File: src/rtl/dcache_pkg.sv
// dcache shared definitions: FSM state encoding,
// block geometry and address-split helpers.
package dcache_pkg;

   typedef enum logic [1:0] {
      IDLE      = 2'd0,
      MEM_READ  = 2'd1,
      MEM_WRITE = 2'd2,
      UPDATE    = 2'd3
   } state_t;

   localparam int BLOCK_BYTES = 4;
   localparam int OFFSET_W    = 2;

   function automatic int index_w(input int nb);
      return $clog2(nb);
   endfunction

   function automatic int tag_w(input int aw, input int nb);
      return aw - $clog2(nb) - OFFSET_W;
   endfunction

endpackage

File: src/rtl/dcache_array.sv
// dcache line storage: valid/dirty/tag/data per line,
// one combinational read port, byte-write and block-fill ports.
module dcache_array
   import dcache_pkg::*;
#(
   parameter int INDEX_W = 3,
   parameter int TAG_W   = 3
) (
   input  logic               CLK,
   input  logic               RESET,
   input  logic [INDEX_W-1:0] i_idx,
   input  logic               i_wr_byte,
   input  logic [1:0]         i_wr_off,
   input  logic [7:0]         i_wr_data,
   input  logic               i_fill,
   input  logic [TAG_W-1:0]   i_fill_tag,
   input  logic [31:0]        i_fill_data,
   output logic               o_valid,
   output logic               o_dirty,
   output logic [TAG_W-1:0]   o_tag,
   output logic [31:0]        o_data
);

   localparam int NB = 1 << INDEX_W;

   logic [NB-1:0]    r_valid;
   logic [NB-1:0]    r_dirty;
   logic [TAG_W-1:0] r_tag  [NB];
   logic [31:0]      r_data [NB];

   assign o_valid = r_valid[i_idx];
   assign o_dirty = r_dirty[i_idx];
   assign o_tag   = r_tag[i_idx];
   assign o_data  = r_data[i_idx];

   // Line status: cleared on reset, set clean on fill, dirty on store
   always_ff @(posedge CLK) begin
      if (RESET) begin
         r_valid <= '0;
         r_dirty <= '0;
      end else if (i_fill) begin
         r_valid[i_idx] <= 1'b1;
         r_dirty[i_idx] <= 1'b0;
      end else if (i_wr_byte) begin
         r_dirty[i_idx] <= 1'b1;
      end
   end

   // Tag/data payload: whole-block refill or single-byte store
   always_ff @(posedge CLK) begin
      if (i_fill) begin
         r_tag[i_idx]  <= i_fill_tag;
         r_data[i_idx] <= i_fill_data;
      end else if (i_wr_byte) begin
         r_data[i_idx][{i_wr_off, 3'b000} +: 8] <= i_wr_data;
      end
   end

endmodule

File: src/rtl/dcache.sv
// dcache: direct-mapped write-back write-allocate data cache
// between the byte-wide CPU port and 32-bit block memory.
module dcache
   import dcache_pkg::*;
#(
   parameter int ADDR_W     = 8,
   parameter int NUM_BLOCKS = 8
) (
   input  logic              CLK,
   input  logic              RESET,
   input  logic              READ,
   input  logic              WRITE,
   input  logic [ADDR_W-1:0] ADDRESS,
   input  logic [7:0]        WRITEDATA,
   output logic [7:0]        READDATA,
   output logic              BUSYWAIT,
   output logic              mem_read,
   output logic              mem_write,
   output logic [ADDR_W-3:0] mem_address,
   output logic [31:0]       mem_writedata,
   input  logic [31:0]       mem_readdata,
   input  logic              mem_busywait
);

   localparam int INDEX_W = index_w(NUM_BLOCKS);
   localparam int TAG_W   = tag_w(ADDR_W, NUM_BLOCKS);

   state_t r_state;
   state_t w_next;

   logic [TAG_W-1:0]   w_tag;
   logic [INDEX_W-1:0] w_idx;
   logic [1:0]         w_off;
   logic               w_req;
   logic               w_valid;
   logic               w_dirty;
   logic [TAG_W-1:0]   w_line_tag;
   logic [31:0]        w_data;
   logic               w_hit;
   logic               w_wr_byte;
   logic               w_fill;

   assign w_tag = ADDRESS[ADDR_W-1 -: TAG_W];
   assign w_idx = ADDRESS[OFFSET_W +: INDEX_W];
   assign w_off = ADDRESS[1:0];
   assign w_req = READ | WRITE;

   assign w_hit = w_valid & (w_line_tag == w_tag);

   // A store wins when READ and WRITE are both high
   assign w_wr_byte = (r_state == IDLE) & WRITE & w_hit;
   assign w_fill    = (r_state == UPDATE);

   assign READDATA = w_hit ? w_data[{w_off, 3'b000} +: 8] : 8'h00;
   assign BUSYWAIT = w_req & ~((r_state == IDLE) & w_hit);

   dcache_array #(
      .INDEX_W (INDEX_W),
      .TAG_W   (TAG_W)
   ) u_array (
      .CLK         (CLK),
      .RESET       (RESET),
      .i_idx       (w_idx),
      .i_wr_byte   (w_wr_byte),
      .i_wr_off    (w_off),
      .i_wr_data   (WRITEDATA),
      .i_fill      (w_fill),
      .i_fill_tag  (w_tag),
      .i_fill_data (mem_readdata),
      .o_valid     (w_valid),
      .o_dirty     (w_dirty),
      .o_tag       (w_line_tag),
      .o_data      (w_data)
   );

   // State register; reset aborts any miss in flight
   always_ff @(posedge CLK) begin
      if (RESET) r_state <= IDLE;
      else       r_state <= w_next;
   end

   // Next state: miss handling with optional writeback first
   always_comb begin
      w_next = r_state;
      unique case (r_state)
         IDLE: begin
            if (w_req & ~w_hit) begin
               if (w_valid & w_dirty) w_next = MEM_WRITE;
               else                   w_next = MEM_READ;
            end
         end
         MEM_WRITE: begin
            if (~mem_busywait) w_next = MEM_READ;
         end
         MEM_READ: begin
            if (~mem_busywait) w_next = UPDATE;
         end
         UPDATE: begin
            w_next = IDLE;
         end
         default: w_next = IDLE;
      endcase
   end

   // Memory-side outputs decoded from state only
   always_comb begin
      mem_read      = 1'b0;
      mem_write     = 1'b0;
      mem_address   = {w_tag, w_idx};
      mem_writedata = w_data;
      unique case (r_state)
         MEM_WRITE: begin
            mem_write   = 1'b1;
            mem_address = {w_line_tag, w_idx};
         end
         MEM_READ: begin
            mem_read = 1'b1;
         end
         default: begin
            mem_read  = 1'b0;
            mem_write = 1'b0;
         end
      endcase
   end

endmodule

File: config.mk
export PLATFORM = sky130hd
export DESIGN_NAME = dcache
export DESIGN_NICKNAME = d
export VERILOG_FILES = /design/src/rtl/dcache_pkg.sv /design/src/rtl/dcache_array.sv /design/src/rtl/dcache.sv
export SDC_FILE = /design/constraint.sdc
export NUM_CORES = 1
export LEC_CHECK = 0
export ABC_CLOCK_PERIOD_IN_PS = 6200
export CAP_MARGIN = 20
export CORE_MARGIN = 2
export CORE_UTILIZATION = 55
export CTS_CLUSTER_SIZE = 24
export DETAILED_ROUTE_END_ITERATION = 16
export PLACE_DENSITY = 0.77
export SLEW_MARGIN = 20
export SYNTH_ARGS = -nofsm -noshare
export SYNTH_HDL_FRONTEND = slang
export SYNTH_SLANG_ARGS = --single-unit
File: constraint.sdc
create_clock -name CLK -period 6.2 [get_ports CLK]
set_clock_uncertainty 0.1 [all_clocks]
set_input_delay 0.93 -clock CLK [delete_from_list [all_inputs] [get_ports CLK]]
set_output_delay 0.93 -clock CLK [all_outputs]
set_load 0.05 [all_outputs]
Word-level counts from Yosys, hierarchy flattened

Memory sizes are Yosys's and may differ from the RTL's.
Index checks and enable logic that the tools add are counted.

Register bits after elaboration: 18
Bits in writable memories: 280
Output and inout bits: 49
Logic and storage cells: 122
Memories: 2

Add/subtract/negate cells: 1
$lt $le $gt $ge: 2
Equal/unequal tests: 7
Shift operators: 3
Multiplexer cells: 54
Bitwise gates (word level): 46
Reduce and logical (&&, ||, !) cells: 4

Memory list:

| memory         | depth | bits a word | read ports | clocked after memory_dff | write ports | RTL line           | RTL |
|---|---|---|---|---|---|---|---|
| u_array.r_data | 8     | 32          | 1          | 0                        | 1           | dcache_array.sv:29 | `logic [31:0] r_data [NB];` |
| u_array.r_tag  | 8     | 3           | 1          | 0                        | 1           | dcache_array.sv:28 | `logic [TAG_W-1:0] r_tag [NB];` |

Operator list:

| kind                   | number |
|---|---|
| $mux 1                 | 41 |
| $or 1x1->1             | 33 |
| $mux 32                | 1 |
| $shift 8x7->32 const A | 1 |
| $shiftx 32x6->8        | 1 |
| $shiftx 8x7->32        | 1 |
| $mux 8                 | 3 |
| $or 8x8->8             | 2 |
| $and 8x8->8            | 1 |
| $mux 2                 | 4 |
| $not 8->8              | 1 |
| $pmux 2 s4             | 1 |
| $and 1x1->1            | 7 |
| $neg 5->7              | 1 |
| $bmux 1 s3             | 2 |
| $mux 6                 | 1 |
| $eq 2x2->1 const B     | 2 |
| $lt 3x4->1 const B     | 1 |
| $ne 2x2->1 const B     | 2 |
| $demux 1 s3            | 1 |
| $eq 3x3->1             | 1 |
| $ge 3x1->1 const B     | 1 |
| $reduce_and 3->1       | 1 |
| $eq 2x1->1 const B     | 1 |
| other kinds (5)        | 6 |

Logic depth before layout (Yosys ltp)

Depth in word-level cells: 8
Depth in mapped cells: 11
Mapped depth without buffers: 7

Modules after synthesis

From an unflattened synthesis, not the netlist that was laid out.

Cell total of the unflattened synthesis: 642
Area total of the unflattened synthesis: 12689.7 um^2

By module, submodules not included:

| module       | times used | cells each | area an instance (um^2) | seq. area each (um^2) |
|---|---|---|---|---|
| dcache_array | 1          | 588        | 12136.6                 | 8728.4 |
| dcache       | 1          | 54         | 553.0                   | 40.0 |

Worst setup path before layout

No wires, ideal clock.

Path kind: input -> output
From: input port ADDRESS[4]
To: output port READDATA[1]
Data arrival time: 4136 ps
Required time: 5170 ps
Setup slack: 1034 ps
Stages: 8
Path through: buf_2 > buf_2 > buf_2 > nor2_1 > a221oi_1 > o21ai_0 > mux4_2 > nor2b_1

Elaborated cells on any way between the ends: 8
Those cells by class: eq/ne: 1; shift: 1; mux: 3; bitwise: 1; memory: 2

RTL lines:

| element                     | RTL line     | RTL |
|---|---|---|
| from (decl)                 | dcache.sv:13 | `input logic [ADDR_W-1:0] ADDRESS,` |
| $mem_v2 8x32                | --           |  |
| named net mem_writedata[25] | dcache.sv:20 | `output logic [31:0] mem_writedata,` |
| $shiftx 32x6->8             | dcache.sv:54 | `assign READDATA = w_hit ? w_data[{w_off, 3'b000} +: 8] : 8'h00;` |
| $mux 8                      | dcache.sv:54 |  |
| to (decl)                   | dcache.sv:15 | `output logic [7:0] READDATA,` |

The timed path passes the listed nets, and every way through them passes these cells. The select of a mux whose other input is x is not followed.

Worst setup path in the final report

From: input port ADDRESS[4]
To: output port READDATA[0]

Longest elaborated chain between the ends: 4
Elaborated cells on any way between the ends: 8
Those cells by class: eq/ne: 1; shift: 1; mux: 3; bitwise: 1; memory: 2

Ends and longest elaborated chain:

| element                                              | RTL line |
|---|---|
| branches (longest 3 deep; another with $mem_v2 8x32) | -- |
| $mux 8 *                                             | dcache.sv:54 |

Mark *: on every way between the ends. The select of a mux whose other input is x is not followed.

==> metrics.txt <==
total vias in the final route=8305; GRT overflow=0; crit-path max FO=58; design area=15300 sq um; initial antenna violation count=0; Final Wtd Congestion=0.958; drt pass-1 iters=6; total track usage=0.280; Synth cell types=58; Hold WC Path Type=reg2reg; Max Used Layer=met4; cell taking the most area after synthesis=edfxtp_1; H-tree levels=1; row cnt=56; Reg2Reg Depth=6; ant diodes=0; Crit Reg-Reg Endpoint=u_array.r_data[0][24]$_DFFE_PP_; CTS Buffer Depth=3; VDD IR max=0.255 mV; postcts setup bufs=0; Worst Path Arrival=4.50 ns; Initial Util=0.558; vias in the first global route=7941; top-count cell post-synth=edfxtp_1; routed length on met2=16000 um; fmax=181 MHz; status=finished, final reports clean; Final Cycle Share=0.892; sequential area share after synthesis=0.673; Tmin final=5.53 ns; largest net degree at the start of global routing=59; placed cell area=14300 sq um; critical path required time=5.17 ns; Post-synth top cells=edfxtp_1 (280), nand2_1 (103), nor2_1 (89), mux2i_1 (58), inv_1 (45); Crit Path Category=in2out; max-slew violations=0; routed wire length=34500 um; Hold Violations, Final=0; routed wire length on met3=3980 um; Iter 0 DRT Violations=1087; Max-slew headroom=0.210; capture point of the worst path=READDATA[0]; clk root buf=clkbuf_16; Static Leakage=5.15 nW; max-cap viol count=0; Setup TNS Final=0 ns; count of buffers from port buffering=101; worst-skew pair later-pin latency=0.57 ns; clk slew on worst S/H paths=0.06 ns; global-route wire length before repair=50500 um; # hold bufs at CTS=0; Post-synth EDFFs=280; NumNets Final=1036; Syn Nets=933; Die H=158 um; Worst Setup Start Kind=input pin; I/O pins=102; Via density=6.31; CTS tree=built; Pwr Total=0.00462 W; Finish-stage setup viols=0; Synth-to-Final Area Change=17.7%; CP Launch Point=ADDRESS[4]; drt drc=0; CORE AREA=23300 sq um; Main synth FF type=edfxtp_1; clk sink count=298; wire per inst=26.2 um; Die Width=158 um; unrepaired setup endpoints after global routing=no; Syn Inst Count=870; multi-input logic area=3850 sq um; WL met1=13300 um; worst reg2reg path startpoint=u_array.r_tag[5][1]$_DFFE_PP_; CP endpoint kind=output pin; post-route ant nets=0; Synth Cell Area=13000 sq um; post-CTS sizing=0; FFs w/ async S/R, synth=0; Yosys top cell area share=0.645; FF+latch count, synth=298; Register Area=8770 sq um; pwr/cell area=301 nW/um^2; Worst Tran Pin Value=1.18 ns; number of buffers created by CTS=30; Fill cells=1615; layout cells sized above 1=0.151; die area=24900 sq um; syn avg cell area=15.0 sq um; DP HPWL=23400 um; top cells by area, synth=edfxtp_1 (65%), mux4_2 (6.4%), mux2i_1 (4.5%); r2r setup slk=3.03 ns; yosys warns=0
-- placed cells by master, fill, tap and decap left out, drive strengths merged, types with 20 or more instances in the layout --
| cell type | instances |
|---|---|
| clkbuf | 41 |
| buf | 20 |
| clkdlybuf4s50 | 97 |
| mux4 | 38 |
| nor2 | 91 |
| inv | 46 |
| edfxtp | 280 |
| a221oi | 20 |
| mux2 | 20 |
| nand2 | 103 |
| mux2i | 58 |
-- final cells by class --
cell class | count | share of cell area
multi-input combinational | 480 | 0.251
clock buffer | 41 | 0.0536
clock inverter | 15 | 0.0132
tap | 319 | 0.0260
sequential | 298 | 0.572
inverter | 46 | 0.0113
timing repair buffer | 117 | 0.0734
-- registers in the layout, summed over array words and instances (netlist names), named ones only --
| register | count |
|---|---|
| u_array.r_tag | 24 |
| r_state | 2 |
| u_array.r_valid | 8 |
| u_array.r_data | 256 |
-- where the power goes --
part | total (W) | switching [W] | internal, W
combinational | 0.000544 | 0.000359 | 0.000186
clock | 0.00185 | 0.000751 | 0.00110
sequential | 0.00223 | 0.00000790 | 0.00222
total | 0.00462 | 0.00112 | 0.00350
-- layer usage --
layer  track usage  vias up
li1              -     3520
met1         0.392     4111
met2         0.441      578
met3        0.0632       96
met4        0.0896        0
met5             0        -
-- metrics by stage --
stage / setup slack, ns / util / hold slack, ns / cells
final: 0.669 / 0.657 / 0.363 / 1316
after global routing: 0.689 / 0.657 / 0.389 / 1316
after CTS: 0.869 / 0.657 / 0.357 / 1315
after detailed placement: 0.875 / 0.613 / 0.342 / 1259
after global placement: 0.876 / 0.613 / 0.333 / 1259
after floorplan: 1.03 / - / 0.320 / 870
-- worst min-delay path by stage --
stage	cells after the start	slack, ns	endpoint
after floorplan	2	0.32	flop
after detailed placement	2	0.34	flop
after global placement	2	0.33	flop
after global routing	2	0.39	flop
final	2	0.36	flop
after CTS	2	0.36	flop
-- critical path, stage by stage --
cell             delay [ns]
buf_2                  0.36
buf_12                 0.33
nor2b_1                0.69
a22oi_1                0.25
o22a_1                 0.24
o221ai_1               0.18
mux4_2                 0.31
nor2b_1                0.25
clkdlybuf4s50_1        0.86
-- logic make-up (layout without fill, tap and decap cells) --
kind of cell,count (synthesis),count (layout),synth area share
flip-flops,298,298,0.673
AND/OR/NAND/NOR,244,244,0.0855
multiplexers,116,116,0.128
AO/OA/AOI/OAI,109,109,0.0714
buffers and inverters,92,219,0.0321
adder cells (fa/ha/maj),10,10,0.00960
XOR/XNOR,1,1,0.000672
Power figures use the tool's default switching activity.
